==> src/rtl/ps2_key_event.sv <==
// rtl/ps2_key_event.sv - PS/2 set-2 scancode parser with typematic filter and event FIFO.
// Optional PS2_KEY_ASCII_EN adds a set-2 to ASCII lookup on the head event.
module ps2_key_event #(
    parameter int DEPTH = 4
) (
    input  logic       clk,
    input  logic       rst,
    input  logic [7:0] byte_in,
    input  logic       byte_valid,
    input  logic       evt_ready,
    output logic       evt_valid,
    output logic [7:0] evt_code,
    output logic       evt_ext,
    output logic       evt_break,
    output logic [7:0] evt_ascii,
    output logic       held,
    output logic [7:0] key_count,
    output logic       overflow
);

    localparam int AW = (DEPTH > 1) ? $clog2(DEPTH) : 1;

    typedef enum logic [1:0] {IDLE, GOT_E0, GOT_F0, GOT_E0F0} state_t;

    state_t     state, state_next;
    logic       fire, fire_ext, fire_brk;
    logic [8:0] held_key;
    logic       suppress, push, pop, wr_en, full;
    logic [AW:0]   count;
    logic [AW-1:0] wr_ptr, rd_ptr;
    logic [9:0]    mem [DEPTH];
    logic [9:0]    head;

    always_ff @(posedge clk or posedge rst) begin
        if (rst) state <= IDLE;
        else     state <= state_next;
    end

    always_comb begin
        state_next = state;
        fire       = 1'b0;
        fire_ext   = 1'b0;
        fire_brk   = 1'b0;
        if (byte_valid) begin
            case (state)
                IDLE: begin
                    if (byte_in == 8'hE0)      state_next = GOT_E0;
                    else if (byte_in == 8'hF0) state_next = GOT_F0;
                    else                       fire = 1'b1;
                end
                GOT_E0: begin
                    if (byte_in == 8'hF0)      state_next = GOT_E0F0;
                    else if (byte_in != 8'hE0) begin
                        fire     = 1'b1;
                        fire_ext = 1'b1;
                    end
                end
                GOT_F0: begin
                    if (byte_in != 8'hF0) begin
                        fire     = 1'b1;
                        fire_brk = 1'b1;
                    end
                end
                GOT_E0F0: begin
                    if (byte_in != 8'hE0 && byte_in != 8'hF0) begin
                        fire     = 1'b1;
                        fire_ext = 1'b1;
                        fire_brk = 1'b1;
                    end
                end
                default: state_next = IDLE;
            endcase
            if (fire) state_next = IDLE;
        end
    end

    // A press of the key already held is keyboard auto-repeat and is swallowed.
    assign suppress = fire && !fire_brk && held && (held_key == {fire_ext, byte_in});
    assign push     = fire && !suppress;
    assign full     = (count == (AW+1)'(DEPTH));
    assign pop      = (count != '0) && evt_ready;
    assign wr_en    = push && (!full || pop);

    always_ff @(posedge clk or posedge rst) begin
        if (rst) begin
            held      <= 1'b0;
            held_key  <= '0;
            key_count <= '0;
            overflow  <= 1'b0;
        end else begin
            if (push && !fire_brk) begin
                held      <= 1'b1;
                held_key  <= {fire_ext, byte_in};
                key_count <= key_count + 8'd1;
            end else if (push && fire_brk && held_key == {fire_ext, byte_in}) begin
                held <= 1'b0;
            end
            if (push && full && !pop) overflow <= 1'b1;
        end
    end

    always_ff @(posedge clk or posedge rst) begin
        if (rst) begin
            wr_ptr <= '0;
            rd_ptr <= '0;
            count  <= '0;
        end else begin
            if (wr_en) wr_ptr <= wr_ptr + 1'b1;
            if (pop)   rd_ptr <= rd_ptr + 1'b1;
            case ({wr_en, pop})
                2'b10:   count <= count + 1'b1;
                2'b01:   count <= count - 1'b1;
                default: count <= count;
            endcase
        end
    end

    always_ff @(posedge clk) begin
        if (wr_en) mem[wr_ptr] <= {fire_ext, fire_brk, byte_in};
    end

    assign head      = mem[rd_ptr];
    assign evt_valid = (count != '0);
    assign evt_code  = evt_valid ? head[7:0] : 8'h00;
    assign evt_break = evt_valid & head[8];
    assign evt_ext   = evt_valid & head[9];

`ifdef PS2_KEY_ASCII_EN
    function automatic logic [7:0] set2_ascii(input logic [7:0] c);
        case (c)
            8'h1C: return 8'h41;  8'h32: return 8'h42;  8'h21: return 8'h43;
            8'h23: return 8'h44;  8'h24: return 8'h45;  8'h2B: return 8'h46;
            8'h34: return 8'h47;  8'h33: return 8'h48;  8'h43: return 8'h49;
            8'h3B: return 8'h4A;  8'h42: return 8'h4B;  8'h4B: return 8'h4C;
            8'h3A: return 8'h4D;  8'h31: return 8'h4E;  8'h44: return 8'h4F;
            8'h4D: return 8'h50;  8'h15: return 8'h51;  8'h2D: return 8'h52;
            8'h1B: return 8'h53;  8'h2C: return 8'h54;  8'h3C: return 8'h55;
            8'h2A: return 8'h56;  8'h1D: return 8'h57;  8'h22: return 8'h58;
            8'h35: return 8'h59;  8'h1A: return 8'h5A;
            8'h45: return 8'h30;  8'h16: return 8'h31;  8'h1E: return 8'h32;
            8'h26: return 8'h33;  8'h25: return 8'h34;  8'h2E: return 8'h35;
            8'h36: return 8'h36;  8'h3D: return 8'h37;  8'h3E: return 8'h38;
            8'h46: return 8'h39;
            8'h29: return 8'h20;  8'h5A: return 8'h0D;  8'h66: return 8'h08;
            default: return 8'h00;
        endcase
    endfunction

    assign evt_ascii = (evt_valid && !evt_ext) ? set2_ascii(evt_code) : 8'h00;
`else
    assign evt_ascii = 8'h00;
`endif

endmodule

==> config.mk <==
export PLATFORM = sky130hd
export DESIGN_NAME = ps2_key_event
export DESIGN_NICKNAME = d
export VERILOG_FILES = /design/src/rtl/ps2_key_event.sv
export SDC_FILE = /design/constraint.sdc
export NUM_CORES = 1
export LEC_CHECK = 0
export ABC_CLOCK_PERIOD_IN_PS = 5150
export BUFFER_PORTS_ARGS = -buffer_cell sky130_fd_sc_hd__buf_2
export CAP_MARGIN = 20
export CORE_MARGIN = 2
export CORE_UTILIZATION = 50
export DETAILED_ROUTE_END_ITERATION = 8
export PLACE_DENSITY = 0.71
export SLEW_MARGIN = 40
export SYNTH_ARGS = -nofsm -noshare
export SYNTH_HDL_FRONTEND = slang
export SYNTH_SLANG_ARGS = --single-unit
==> constraint.sdc <==
create_clock -name clk -period 5.15 [get_ports clk]
set_input_delay 1.545 -clock clk [delete_from_list [all_inputs] [get_ports clk]]
set_output_delay 1.545 -clock clk [all_outputs]
set_load 0.01 [all_outputs]
Word-level counts from Yosys, hierarchy flattened
Memories as Yosys holds them, arrays and structs flattened. Index checks and enable logic that the tools add are counted.

Equal/unequal tests: 13. Bitwise gates (word level): 2. Add/subtract/negate cells: 5. Mux-type cells: 24. Reduce and logical (&&, ||, !) cells: 23.

Operator list (count): $eq A8 B8 Y1 const B (2); $ne A8 B8 Y1 const B (2); $mux W1 (14); $logic_and A1 B1 Y1 (12); $eq A9 B9 Y1 (1); $add A8 B1 Y8 const B (1); $mux W2 (4); $mux W8 (1); $eq A2 B2 Y1 const B (3); $pmux W3 S2 (1); $reduce_bool A3 Y1 (2); $add A2 B1 Y2 const B (2); $eq A2 B1 Y1 const B (2); $logic_not A1 Y1 (4); $ne A4 B4 Y1 const B (1); $pmux W1 S2 (2); $pmux W1 S4 (1); $pmux W2 S2 (1); $reduce_and A4 Y1 (1); $reduce_bool A2 Y1 (2); $add A3 B1 Y3 const B (1); $eq A3 B3 Y1 const B (1); $ne A3 B3 Y1 const B (1); $sub A3 B1 Y3 const B (1); other kinds (3) (4).

RAM bits: 40. Memories kept: 1. Word-level logic and storage cells: 76. Bits in registers: 28. Input port bits: 12.

Memory list: mem (words 4, width 10, rd ports 1, clocked after Yosys merged registers in 0, wr ports 1, RTL line 31) `logic [9:0] mem [DEPTH];`.

Depth between registers and ports, before layout
Gate-level depths: netlist (run 1).

Depth after elaboration: 15. Mapped depth: 11.

Least setup slack after synthesis (run 1)
Ideal clock, no wire load.

Path type: input -> register. Start point: input port byte_in[7]. End point: register count[1]. Stages on the path: 8. Data required time: 5.025 ns. Path buffers: 0. Arrival: 3.379 ns. Setup time: 0.125 ns. Path slack: 1.645 ns. Cells stage by stage: xnor2_1 -> nand4_1 -> nor4_4 -> a31oi_2 -> or2_2 -> inv_1 -> fa_1 -> mux2_4.

Longest elaborated chain between the ends: 14.

RTL lines: start, declared (RTL line 8) `input logic [7:0] byte_in,`; $ne A8 B8 Y1 (tied with other cells) (RTL line 53, 65); $mux W1 (tied with other cells) (RTL line 53) `else if (byte_in != 8'hE0) begin`; $mux W1 (on tied branches) (RTL line 52, 47, 65); $pmux W1 S4 or $pmux W1 S2 (tied branches) (RTL line 45) `case (state)`; $mux W1 (RTL line 44) `if (byte_valid) begin`; $mux W1 or $logic_not A1 Y1 (tied branches) (RTL line 44, 78); $logic_and A1 B1 Y1 (3 in a row) (RTL line 78) `assign suppress = fire && !fire_brk && held && (held_key == {fire_ext, byte_in});`; $logic_not A1 Y1 (RTL line 79) `assign push = fire && !suppress;`; $logic_and A1 B1 Y1 (*) (RTL line 79); $logic_and A1 B1 Y1 (*) (RTL line 82) `assign wr_en = push && (!full || pop);`; $eq A2 B1 Y1 or $eq A2 B2 Y1 (tied branches) (RTL line 110) `case ({wr_en, pop})`; $pmux W3 S2 or $reduce_bool A2 Y1 (tied branches); end signal, assigned (RTL line 111) `2'b10: count <= count + 1'b1;`; end signal, assigned (RTL line 112) `2'b01: count <= count - 1'b1;`; end signal, assigned (RTL line 113) `default: count <= count;`; end, declared (RTL line 29) `logic [AW:0] count;`.

Mark *: on every way between the ends. The rest lies on a longest branch, timed or not. The select of a mux whose other input is x is not followed. A chain may end at the register's enable or synchronous reset.

Worst setup path in the final report (run 1)
Start point: register rd_ptr[0]. End point: output port evt_code[4].

Longest elaborated chain between the ends: 2.

RTL lines: start, declared (RTL line 30) `logic [AW-1:0] wr_ptr, rd_ptr;`; start signal, assigned (RTL line 109) `if (pop) rd_ptr <= rd_ptr + 1'b1;`; $mem_v2 Z4 W10; $mux W8 (RTL line 124) `assign evt_code = evt_valid ? head[7:0] : 8'h00;`; end, declared (RTL line 12) `output logic [7:0] evt_code,`.

No other way between the ends.

==> impl_metrics.py, run 1 <==
metrics = {
    "detailed_routing": {
        "viasPerCell": 5.28,
        "wl_per_cell_um": 16.0,
        "wl_mm": 5.04,
        "vias": 1670,
        "dr.pass1.iters": 4,
        "postRouteAntennaNets": 0,
        "drcViolationCount": 0,
        "drt_iter0_drc": 51,
    },
    "pwr": {
        "p_sw_share_pct": 32.0,
        "ir_drop_v": 0.000236,
        "power_frac_comb_pct": 29.4,
        "leakagePower_nw": 1.36,
        "p_per_area_nw_per_um2": 497,
        "power_mw": 1.72,
        "seqPwrFrac_pct": 48.1,
        "p_sw_uw": 551,
        "p_clk_share_pct": 22.4,
        "power.internal_mw": 1.17,
    },
    "logic_synthesis": {
        "synth_top_area_share_pct": 38.9,
        "synth_most_common_cell": "edfxtp_1",
        "ys_top_cells_by_count": "edfxtp_1, dfrtp_1, and2_1, xnor2_1, nand2_1",
        "syn_area_sq_um": 3090,
        "synth_area_leaders": "edfxtp_1, dfrtp_1, mux4_2",
        "synthMuxAreaShare_pct": 11.4,
        "synth_compound_area_share_pct": 3.97,
        "synth_edf_count": 40,
        "ys_seq_elements": 68,
        "postSynthAreaPerCell_sq_um": 15.5,
        "synth_cells": 199,
        "ys.flop_type": "edfxtp_1",
        "netlist.top_cell.by_area": "edfxtp_1",
        "synth-seq-area-share_pct": 61.6,
        "synth_simple_gate_area_share_pct": 9.88,
        "synthArstFlopShare_pct": 41.2,
        "synthAdderAreaFrac_pct": 2.67,
        "synth_top_family_by_area": "multiplexers",
        "synth_xor_area_share_pct": 6.56,
        "ys_warn_count": 0,
        "synth.distinct_cells": 42,
    },
    "timing": {
        "layout_min_cycle_time_ps": 3570,
        "setup_viol": 0,
        "post-route-period-util_pct": 69.4,
        "rsz0062_at_grt": "false",
        "slew_headroom_pct": 53.3,
        "fin_skew_ps": 7.19,
        "max_freq_mhz": 280,
        "slew_viol_final": 0,
        "hold_violations": 0,
        "max_slew.worst_pin.slew_ps": 691,
        "finalSetupTns_ps": 0,
        "fin_hold_ws_ps": 461,
    },
    "clock_tree": {
        "cts_buffer_depth": 2,
        "cts-root-buf": "clkbuf_8",
        "cts_resized": 0,
        "htree_num_levels": 3,
        "cts_hold_buffers": 0,
        "postCtsSetupBuffers": 0,
        "path_clk_slew_ps": 70,
        "cts.sinks": 68,
        "clk_latency_ps": 340,
        "cts_buffers": 9,
        "cts_tree": "built",
    },
    "setup_path": {
        "r2r_end": "count[1]",
        "cp.required_ps": 3610,
        "critPathKind": "flip-flop to output pin",
        "r2r_start": "held_key[0]",
        "crit_path_start_kind": "flip-flop",
        "critPathMaxFanout": 12,
        "critical_path_arrival_ps": 2030,
        "reg2reg_depth": 8,
        "cp-end-kind": "output pin",
        "r2r_setup_slack_ps": 2630,
        "crit_end": "evt_code[4]",
        "startpoint": "rd_ptr[0]",
    },
    "die": {
        "core_sq_um": 5960,
        "dieArea_sq_um": 6820,
        "die_h_um": 82.6,
        "rows": 28,
        "io_pins": 41,
        "die_w_um": 82.6,
        "start_util_pct": 51.9,
    },
    "final_layout": {
        "drive_gt1_share_pct": 34.0,
        "final_net_count": 254,
        "area_growth_pct": 12.0,
        "antenna_cells": 0,
    },
    "run_status": {
        "status": "finished clean",
    },
    "global_route": {
        "grt-ovfl-total": 0,
        "grt_pass1_wl_mm": 8.09,
        "grt_max_degree": 29,
        "grt.total_usage_pct": 17.1,
        "grt_pass1_vias": 1588,
        "antenna_found_initial": 0,
    },
    "placement": {
        "io_buffers": 32,
        "gp_congestion": 0.760,
        "dp_hpwl_mm": 3.45,
    },
    "hold_path": {
        "hold_start": "overflow",
        "hp-class": "flip-flop to flip-flop",
    },
    "run": {
        "max_cap_viol_count": 0,
    },
}
==> power groups by stage <==
stage	sequential, mW	clock [mW]	combinational (mW)
after floorplan	0.800	0	0.389
after global placement	0.838	0	0.507
after detailed placement	0.843	0	0.518
after CTS	0.834	0.395	0.519
after global routing	0.852	0.419	0.570
final	0.828	0.386	0.506
==> layer usage <==
metal / routed length [um] / GRT usage, % / vias up
met5: 0 / 0 / -
met4: 113 / 8.85 / 0
met3: 223 / 5.11 / 9
met2: 2460 / 26.2 / 42
met1: 2250 / 22.2 / 832
li1: - / - / 787
==> flip-flops by register name, indices dropped and copies added (netlist names) <==
signal / cells
mem: 40
state: 2
overflow: 1
held_key: 9
held: 1
wr_ptr: 2
count: 3
rd_ptr: 2
key_count: 8
==> worst max-delay path: stages (launching register included) <==
cell     delay (ps)
dfrtp_1         790
mux4_2          600
and2_1          170
buf_2           130
==> how the worst min path moves through the flow <==
stage	endpoint	slack [ps]	depth (start not counted)
detailed placement	overflow	440	1
global route	overflow	480	1
finish	overflow	460	1
floorplan	count[2]	450	1
global placement	overflow	450	1
CTS	overflow	470	1
==> layout by cell type, fill, tap and decap left out, types with 2 or more instances in the layout <==
cell type  synthesis  routed
nand4_1            6       6
nand2_1           12      12
o21ai_0            4       4
a21oi_1            2       2
mux4_2            10      10
and3_1             3       3
buf_2              0      32
clkinv_4           0       2
edfxtp_1          40      40
xnor2_1           15      15
dfrtp_1           28      28
nor2_1             2       2
clkbuf_8           0      10
mux2_2            10      10
clkinv_2           0       3
and2_1            16      16
xor2_1             5       5
ha_1               5       5
conb_1             1       8
inv_1              5       4
==> through the flow <==
| stage | area, sq um | cells | setup WS, ps | util, % |
|---|---|---|---|---|
| 2_1_floorplan | 3120 | 206 | 1650 | - |
| 3_3_place_gp | 3270 | 299 | 1330 | 54.9 |
| 5_1_grt | 3460 | 316 | 1380 | 58.1 |
| 3_5_place_dp | 3280 | 300 | 1290 | 55.1 |
| 6_report | 3460 | 316 | 1580 | 58.1 |
| 4_1_cts | 3460 | 316 | 1500 | 58.1 |
==> area by class of cell <==
| class | instances | area (sq um) |
|---|---|---|
| multi-input cells | 119 | 1100 |
| flip-flops and latches | 68 | 1900 |
| clock buffers | 10 | 138 |
| well taps | 75 | 93.8 |
| inverters | 5 | 18.8 |
| clock inverters | 6 | 40.0 |
| fillers | 498 | 2500 |
| repair buffers | 33 | 171 |
==> cell families after synthesis <==
family	Yosys count
fa+ha+maj	6
flops	68
other cells	1
xor+xnor	21
buf+inv	19
compound gates	14
mux	21
simple gates	49
Note: power is estimated with default switching activity, not from simulation.
==> inputs of run 2 (changes only) <==
--- a/config.mk
+++ b/config.mk
@@ -5,7 +5,7 @@
 export SDC_FILE = /design/constraint.sdc
 export NUM_CORES = 1
 export LEC_CHECK = 0
-export ABC_CLOCK_PERIOD_IN_PS = 5150
+export ABC_CLOCK_PERIOD_IN_PS = 3600
 export BUFFER_PORTS_ARGS = -buffer_cell sky130_fd_sc_hd__buf_2
 export CAP_MARGIN = 20
 export CORE_MARGIN = 2
==> constraint.sdc (replaced) <==
create_clock -name clk -period 3.6 [get_ports clk]
set_input_delay 1.08 -clock clk [delete_from_list [all_inputs] [get_ports clk]]
set_output_delay 1.08 -clock clk [all_outputs]
set_load 0.01 [all_outputs]
==> run 2 against run 1 <==
  * Final cell count increased by 1.9%
  * Critical path type unchanged
  * Clock power increased by 120%
  * Largest cell class unchanged
  * Largest power group unchanged
  * Register-to-register slack worse by 1500 ps
  * First-iteration DRC count fell by 2.0%
  * Critical endpoint is now evt_break
  * Total power is 61% higher
==> impl_metrics.py, run 2 (synthesis results as in run 1) <==
metrics = {
    "final_layout": {
        "regMostFlops": "mem",
        "drive_gt1_share_pct": 35.2,
        "regArea_sq_um": 1900,
        "final_net_count": 260,
        "multi_input_area_sq_um": 1100,
        "antenna_cells": 0,
        "final_cell_mix": "edfxtp_1, buf_2, dfrtp_1, and2_1, xnor2_1",
        "largest_reg_flops": 40,
        "final_common_cell": "edfxtp_1",
        "num-fill-cells": 467,
        "top_regs": "mem (40), held_key (9), key_count (8)",
        "final_cells": 322,
        "area_growth_pct": 16.4,
    },
    "setup_path": {
        "startpoint": "rd_ptr[0]",
        "cp-end-kind": "output pin",
        "r2r_end": "count[1]",
        "r2r_setup_slack_ps": 1110,
        "r2r_start": "held_key[0]",
        "critPathKind": "flip-flop to output pin",
        "reg2reg_depth": 8,
        "cp.required_ps": 2520,
        "worstPathCellList": "buf_4, mux4_2, and2_1, buf_2",
        "critPathMaxFanout": 7,
        "critical_path_arrival_ps": 1960,
        "cpMaxStageDelayCell": "dfrtp_1",
        "crit_end": "evt_break",
        "crit_path_start_kind": "flip-flop",
        "max_stage_delay_ps": 570,
    },
    "timing": {
        "max_freq_mhz": 329,
        "hold_violations": 0,
        "post-route-period-util_pct": 84.4,
        "finalSetupTns_ps": 0,
        "slew_viol_final": 0,
        "fin_skew_ps": 6.88,
        "max_slew.worst_pin.slew_ps": 664,
        "rsz0062_at_grt": "false",
        "timing.final.ws_setup_ps": 562,
        "setup_viol": 0,
        "slew_headroom_pct": 55.1,
        "layout_min_cycle_time_ps": 3040,
    },
    "global_route": {
        "grt_max_degree": 29,
        "grt_pass1_wl_mm": 8.18,
        "antenna_found_initial": 0,
        "grt.total_usage_pct": 17.2,
        "grt-ovfl-total": 0,
        "grt_pass1_vias": 1640,
    },
    "clock_tree": {
        "cts_resized": 0,
        "cts_hold_buffers": 0,
        "cts_buffers": 9,
        "cts_tree": "built",
        "cts-root-buf": "clkbuf_8",
        "postCtsSetupBuffers": 0,
        "clk_latency_ps": 340,
        "cts.sinks": 68,
        "cts_buffer_depth": 2,
        "path_clk_slew_ps": 70,
        "htree_num_levels": 3,
    },
    "die": {
        "start_util_pct": 51.9,
        "dieArea_sq_um": 6820,
        "rows": 28,
        "core_sq_um": 5960,
        "io_pins": 41,
        "die_h_um": 82.6,
        "die_w_um": 82.6,
    },
    "detailed_routing": {
        "dr.pass1.iters": 4,
        "drcViolationCount": 0,
        "wl_per_cell_um": 15.9,
        "vias": 1670,
        "wl_mm": 5.11,
        "postRouteAntennaNets": 0,
        "viasPerCell": 5.19,
        "drt_iter0_drc": 50,
    },
    "placement": {
        "gp_congestion": 0.767,
        "placed_cells": 306,
        "pre_cts_slack_ps": 240,
        "dp_hpwl_mm": 3.56,
        "io_buffers": 32,
    },
    "pwr": {
        "leakagePower_nw": 1.43,
        "p_per_area_nw_per_um2": 770,
        "ir_drop_v": 0.000473,
    },
    "hold_path": {
        "hp-class": "flip-flop to flip-flop",
        "holdPathStages": 1,
    },
    "run_status": {
        "status": "finished clean",
    },
    "run": {
        "max_cap_viol_count": 0,
    },
}
-- run 2: area by class of cell --
cell class | instances | share of cell area (%)
timing repair buffer | 39 | 5.92
multi-input combinational | 119 | 30.5
clock inverter | 6 | 3.76
tap | 75 | 2.61
inverter | 5 | 0.522
sequential | 68 | 52.9
clock buffer | 10 | 3.83
-- run 2: critical path, delay by kind of cell (launching register included) --
family        cells  cell delay, ps
simple gates      1             160
buf+inv           2             390
flops             1             570
mux               1             510
-- run 2: layer usage --
| layer | vias up | share of wire, % | global-route usage, % |
|---|---|---|---|
| li1 | 795 | - | - |
| met5 | - | 0 | 0 |
| met4 | 0 | 1.3 | 8.85 |
| met2 | 41 | 48 | 26.5 |
| met3 | 6 | 4.4 | 4.46 |
| met1 | 828 | 46 | 22.5 |
-- run 2: report_power, final --
part	total (mW)	internal [mW]	switching (mW)	leakage [nW]
Clock	0.831	0.549	0.283	0.129
Sequential	1.17	1.02	0.150	0.707
Combinational	0.771	0.412	0.359	0.589
-- run 2: worst min-delay path by stage --
| stage | endpoint | start | slack, ps |
|---|---|---|---|
| 6_report | overflow | overflow | 460 |
| 5_1_grt | overflow | overflow | 490 |
| 4_1_cts | overflow | overflow | 470 |
| 3_5_place_dp | overflow | overflow | 450 |
| 3_3_place_gp | overflow | overflow | 460 |
| 2_1_floorplan | count[2] | count[2] | 450 |
-- run 2: through the flow --
step	total power, mW	util (%)	hold WS [ps]	instance area, sq um
2_1_floorplan	1.70	-	454	3120
3_3_place_gp	1.95	55.8	455	3320
3_5_place_dp	1.98	55.8	453	3320
4_1_cts	2.81	60.4	469	3600
5_1_grt	2.94	60.4	487	3600
6_report	2.77	60.4	457	3600
==> inputs of run 3 (changes only) <==
--- a/config.mk
+++ b/config.mk
@@ -5,13 +5,13 @@
 export SDC_FILE = /design/constraint.sdc
 export NUM_CORES = 1
 export LEC_CHECK = 0
-export ABC_CLOCK_PERIOD_IN_PS = 3600
+export ABC_CLOCK_PERIOD_IN_PS = 2600
 export BUFFER_PORTS_ARGS = -buffer_cell sky130_fd_sc_hd__buf_2
 export CAP_MARGIN = 20
 export CORE_MARGIN = 2
 export CORE_UTILIZATION = 50
 export DETAILED_ROUTE_END_ITERATION = 8
-export PLACE_DENSITY = 0.71
+export PLACE_DENSITY = 0.73
 export SLEW_MARGIN = 40
 export SYNTH_ARGS = -nofsm -noshare
 export SYNTH_HDL_FRONTEND = slang
==> constraint.sdc (replaced) <==
create_clock -name clk -period 2.6 [get_ports clk]
set_input_delay 0.78 -clock clk [delete_from_list [all_inputs] [get_ports clk]]
set_output_delay 0.78 -clock clk [all_outputs]
set_load 0.01 [all_outputs]
==> run 3 against run 2 <==
  * Hold slack worse by 2.9 ps
  * Routed wire length up 0.72%
  * First-iteration DRC count up 48%
  * Register-to-register slack worse by 860 ps
  * Critical endpoint is now evt_ext
  * Die area unchanged
  * Final cell count up 5.6%
  * Sequential power up 36%
  * Clock skew up 4.2 ps
  * Clock power up 2%
  * Non-clock buffer count up 18
  * Highest routed layer unchanged
  * Utilization up 2.6 points
==> impl_metrics.py, run 3 (synthesis results as in run 1) <==
metrics = {
    "run_status": {
        "status": "finished clean",
    },
    "setup_path": {
        "max_stage_delay_ps": 540,
        "cp_num_buf_inv": 2,
        "r2r_end": "count[2]",
        "cp.required_ps": 1820,
        "critPathMaxFanout": 12,
        "cp-end-kind": "output pin",
        "worstPathCellList": "buf_6, mux4_2, and2_1, buf_2",
        "reg2reg_depth": 10,
        "cpMaxStageDelayCell": "mux4_2",
        "critPathKind": "flip-flop to output pin",
        "cpLargestDelayFamily": "multiplexers",
        "critical_path_arrival_ps": 1720,
        "r2r_setup_slack_ps": 250,
        "crit_path_start_kind": "flip-flop",
        "r2r_start": "state[0]",
    },
    "final_layout": {
        "drive_gt1_share_pct": 41.5,
        "regMostFlops": "mem",
        "top_regs": "mem (40), held_key (9), key_count (8)",
        "final_cell_mix": "edfxtp_1, buf_2, dfrtp_1, buf_4, and2_1",
        "final_net_count": 278,
        "largest_reg_flops": 40,
        "antenna_cells": 0,
        "final_common_cell": "edfxtp_1",
        "area_growth_pct": 21.5,
    },
    "timing": {
        "setup_viol": 0,
        "hold_violations": 0,
        "rsz0062_at_grt": "false",
        "layout_min_cycle_time_ps": 2500,
        "finalSetupTns_ps": 0,
        "fin_skew_ps": 11.0,
        "post-route-period-util_pct": 96.3,
        "slew_viol_final": 0,
        "max_freq_mhz": 399,
        "fin_hold_ws_ps": 454,
    },
    "global_route": {
        "grt_max_degree": 29,
        "grt-ovfl-total": 0,
        "grt_pass1_wl_mm": 8.22,
        "grtUsageMet1_pct": 21.5,
        "grt_pass1_vias": 1685,
        "grt.total_usage_pct": 17.1,
        "antenna_found_initial": 0,
        "met3_usage_pct": 3.59,
        "busiest_layer": "met2",
        "use_met2_pct": 27.6,
    },
    "die": {
        "core_sq_um": 5960,
        "io_pins": 41,
        "die_w_um": 82.6,
        "dieArea_sq_um": 6820,
        "rows": 28,
        "die_h_um": 82.6,
        "start_util_pct": 51.9,
    },
    "clock_tree": {
        "cts_resized": 0,
        "cts_tree": "built",
        "postCtsSetupBuffers": 0,
        "clk_latency_ps": 340,
        "cts-root-buf": "clkbuf_8",
        "path_clk_slew_ps": 70,
        "cts.sinks": 68,
        "cts_buffers": 9,
        "cts_buffer_depth": 2,
        "cts_hold_buffers": 0,
        "htree_num_levels": 3,
    },
    "detailed_routing": {
        "wl_mm": 5.14,
        "postRouteAntennaNets": 0,
        "vias": 1725,
        "drcViolationCount": 0,
        "viasPerCell": 5.07,
        "dr.pass1.iters": 4,
        "drt_iter0_drc": 74,
        "wl_per_cell_um": 15.1,
    },
    "pwr": {
        "leakagePower_nw": 1.52,
        "p_per_area_nw_per_um2": 969,
        "ir_drop_v": 0.000636,
    },
    "placement": {
        "dp_hpwl_mm": 3.53,
        "gp_congestion": 0.769,
        "io_buffers": 32,
    },
    "hold_path": {
        "hp-class": "flip-flop to flip-flop",
        "hold_start": "overflow",
        "holdPathStages": 1,
        "hold_end": "overflow",
    },
    "run": {
        "max_cap_viol_count": 0,
    },
}
## run 3: cell count changes in the layout (fill, tap and decap cells not counted), sizes merged
| cell | previous run | this run |
|---|---|---|
| clkbuf | 10 | 9 |
| bufinv | 4 | 1 |
| inv | 5 | 6 |
| buf | 39 | 57 |
| clkinvlp | 2 | 1 |
| clkinv | 0 | 4 |
## run 3: per-stage QoR
stage	instances	power [mW]	setup slack (ps)	cell area, sq um	util [%]
floorplan	206	2.37	-55.8	3150	-
global placement	324	2.79	-179	3560	59.8
detailed placement	324	2.83	-228	3560	59.8
CTS	340	3.68	2.91	3750	63.0
global route	340	3.89	10.6	3750	63.0
finish	340	3.64	95.7	3750	63.0
## run 3: layer usage
layer	vias to the layer above	wire (um)
met3	12	207
met4	0	109
met5	-	0
li1	831	-
met2	41	2440
met1	841	2380
## run 3: final cells by class
cell class	instances	area (sq um)
clock inverters	7	66.3
inverters	5	18.8
clock buffers	9	124
fillers	473	2200
multi-input cells	119	1130
repair buffers	57	414
flip-flops and latches	68	1900
well taps	75	93.8
## run 3: power breakdown
part / leakage (nW) / internal (mW) / total, mW / switching (mW)
sequential: 0.707 / 1.41 / 1.59 / 0.181
clock: 0.0992 / 0.439 / 0.846 / 0.407
combinational: 0.718 / 0.663 / 1.20 / 0.539
total: 1.52 / 2.51 / 3.64 / 1.13
## run 3: how the worst max path moves through the flow
stage,startpoint,endpoint,slack [ps],depth (start not counted)
after floorplan,byte_in[3],count[1],-60,8
after global placement,byte_in[4],count[2],-180,11
after detailed placement,byte_in[6],count[1],-230,9
after CTS,rd_ptr[0],evt_ext,3,4
after global routing,rd_ptr[0],evt_ext,10,4
final,rd_ptr[0],evt_ext,100,4
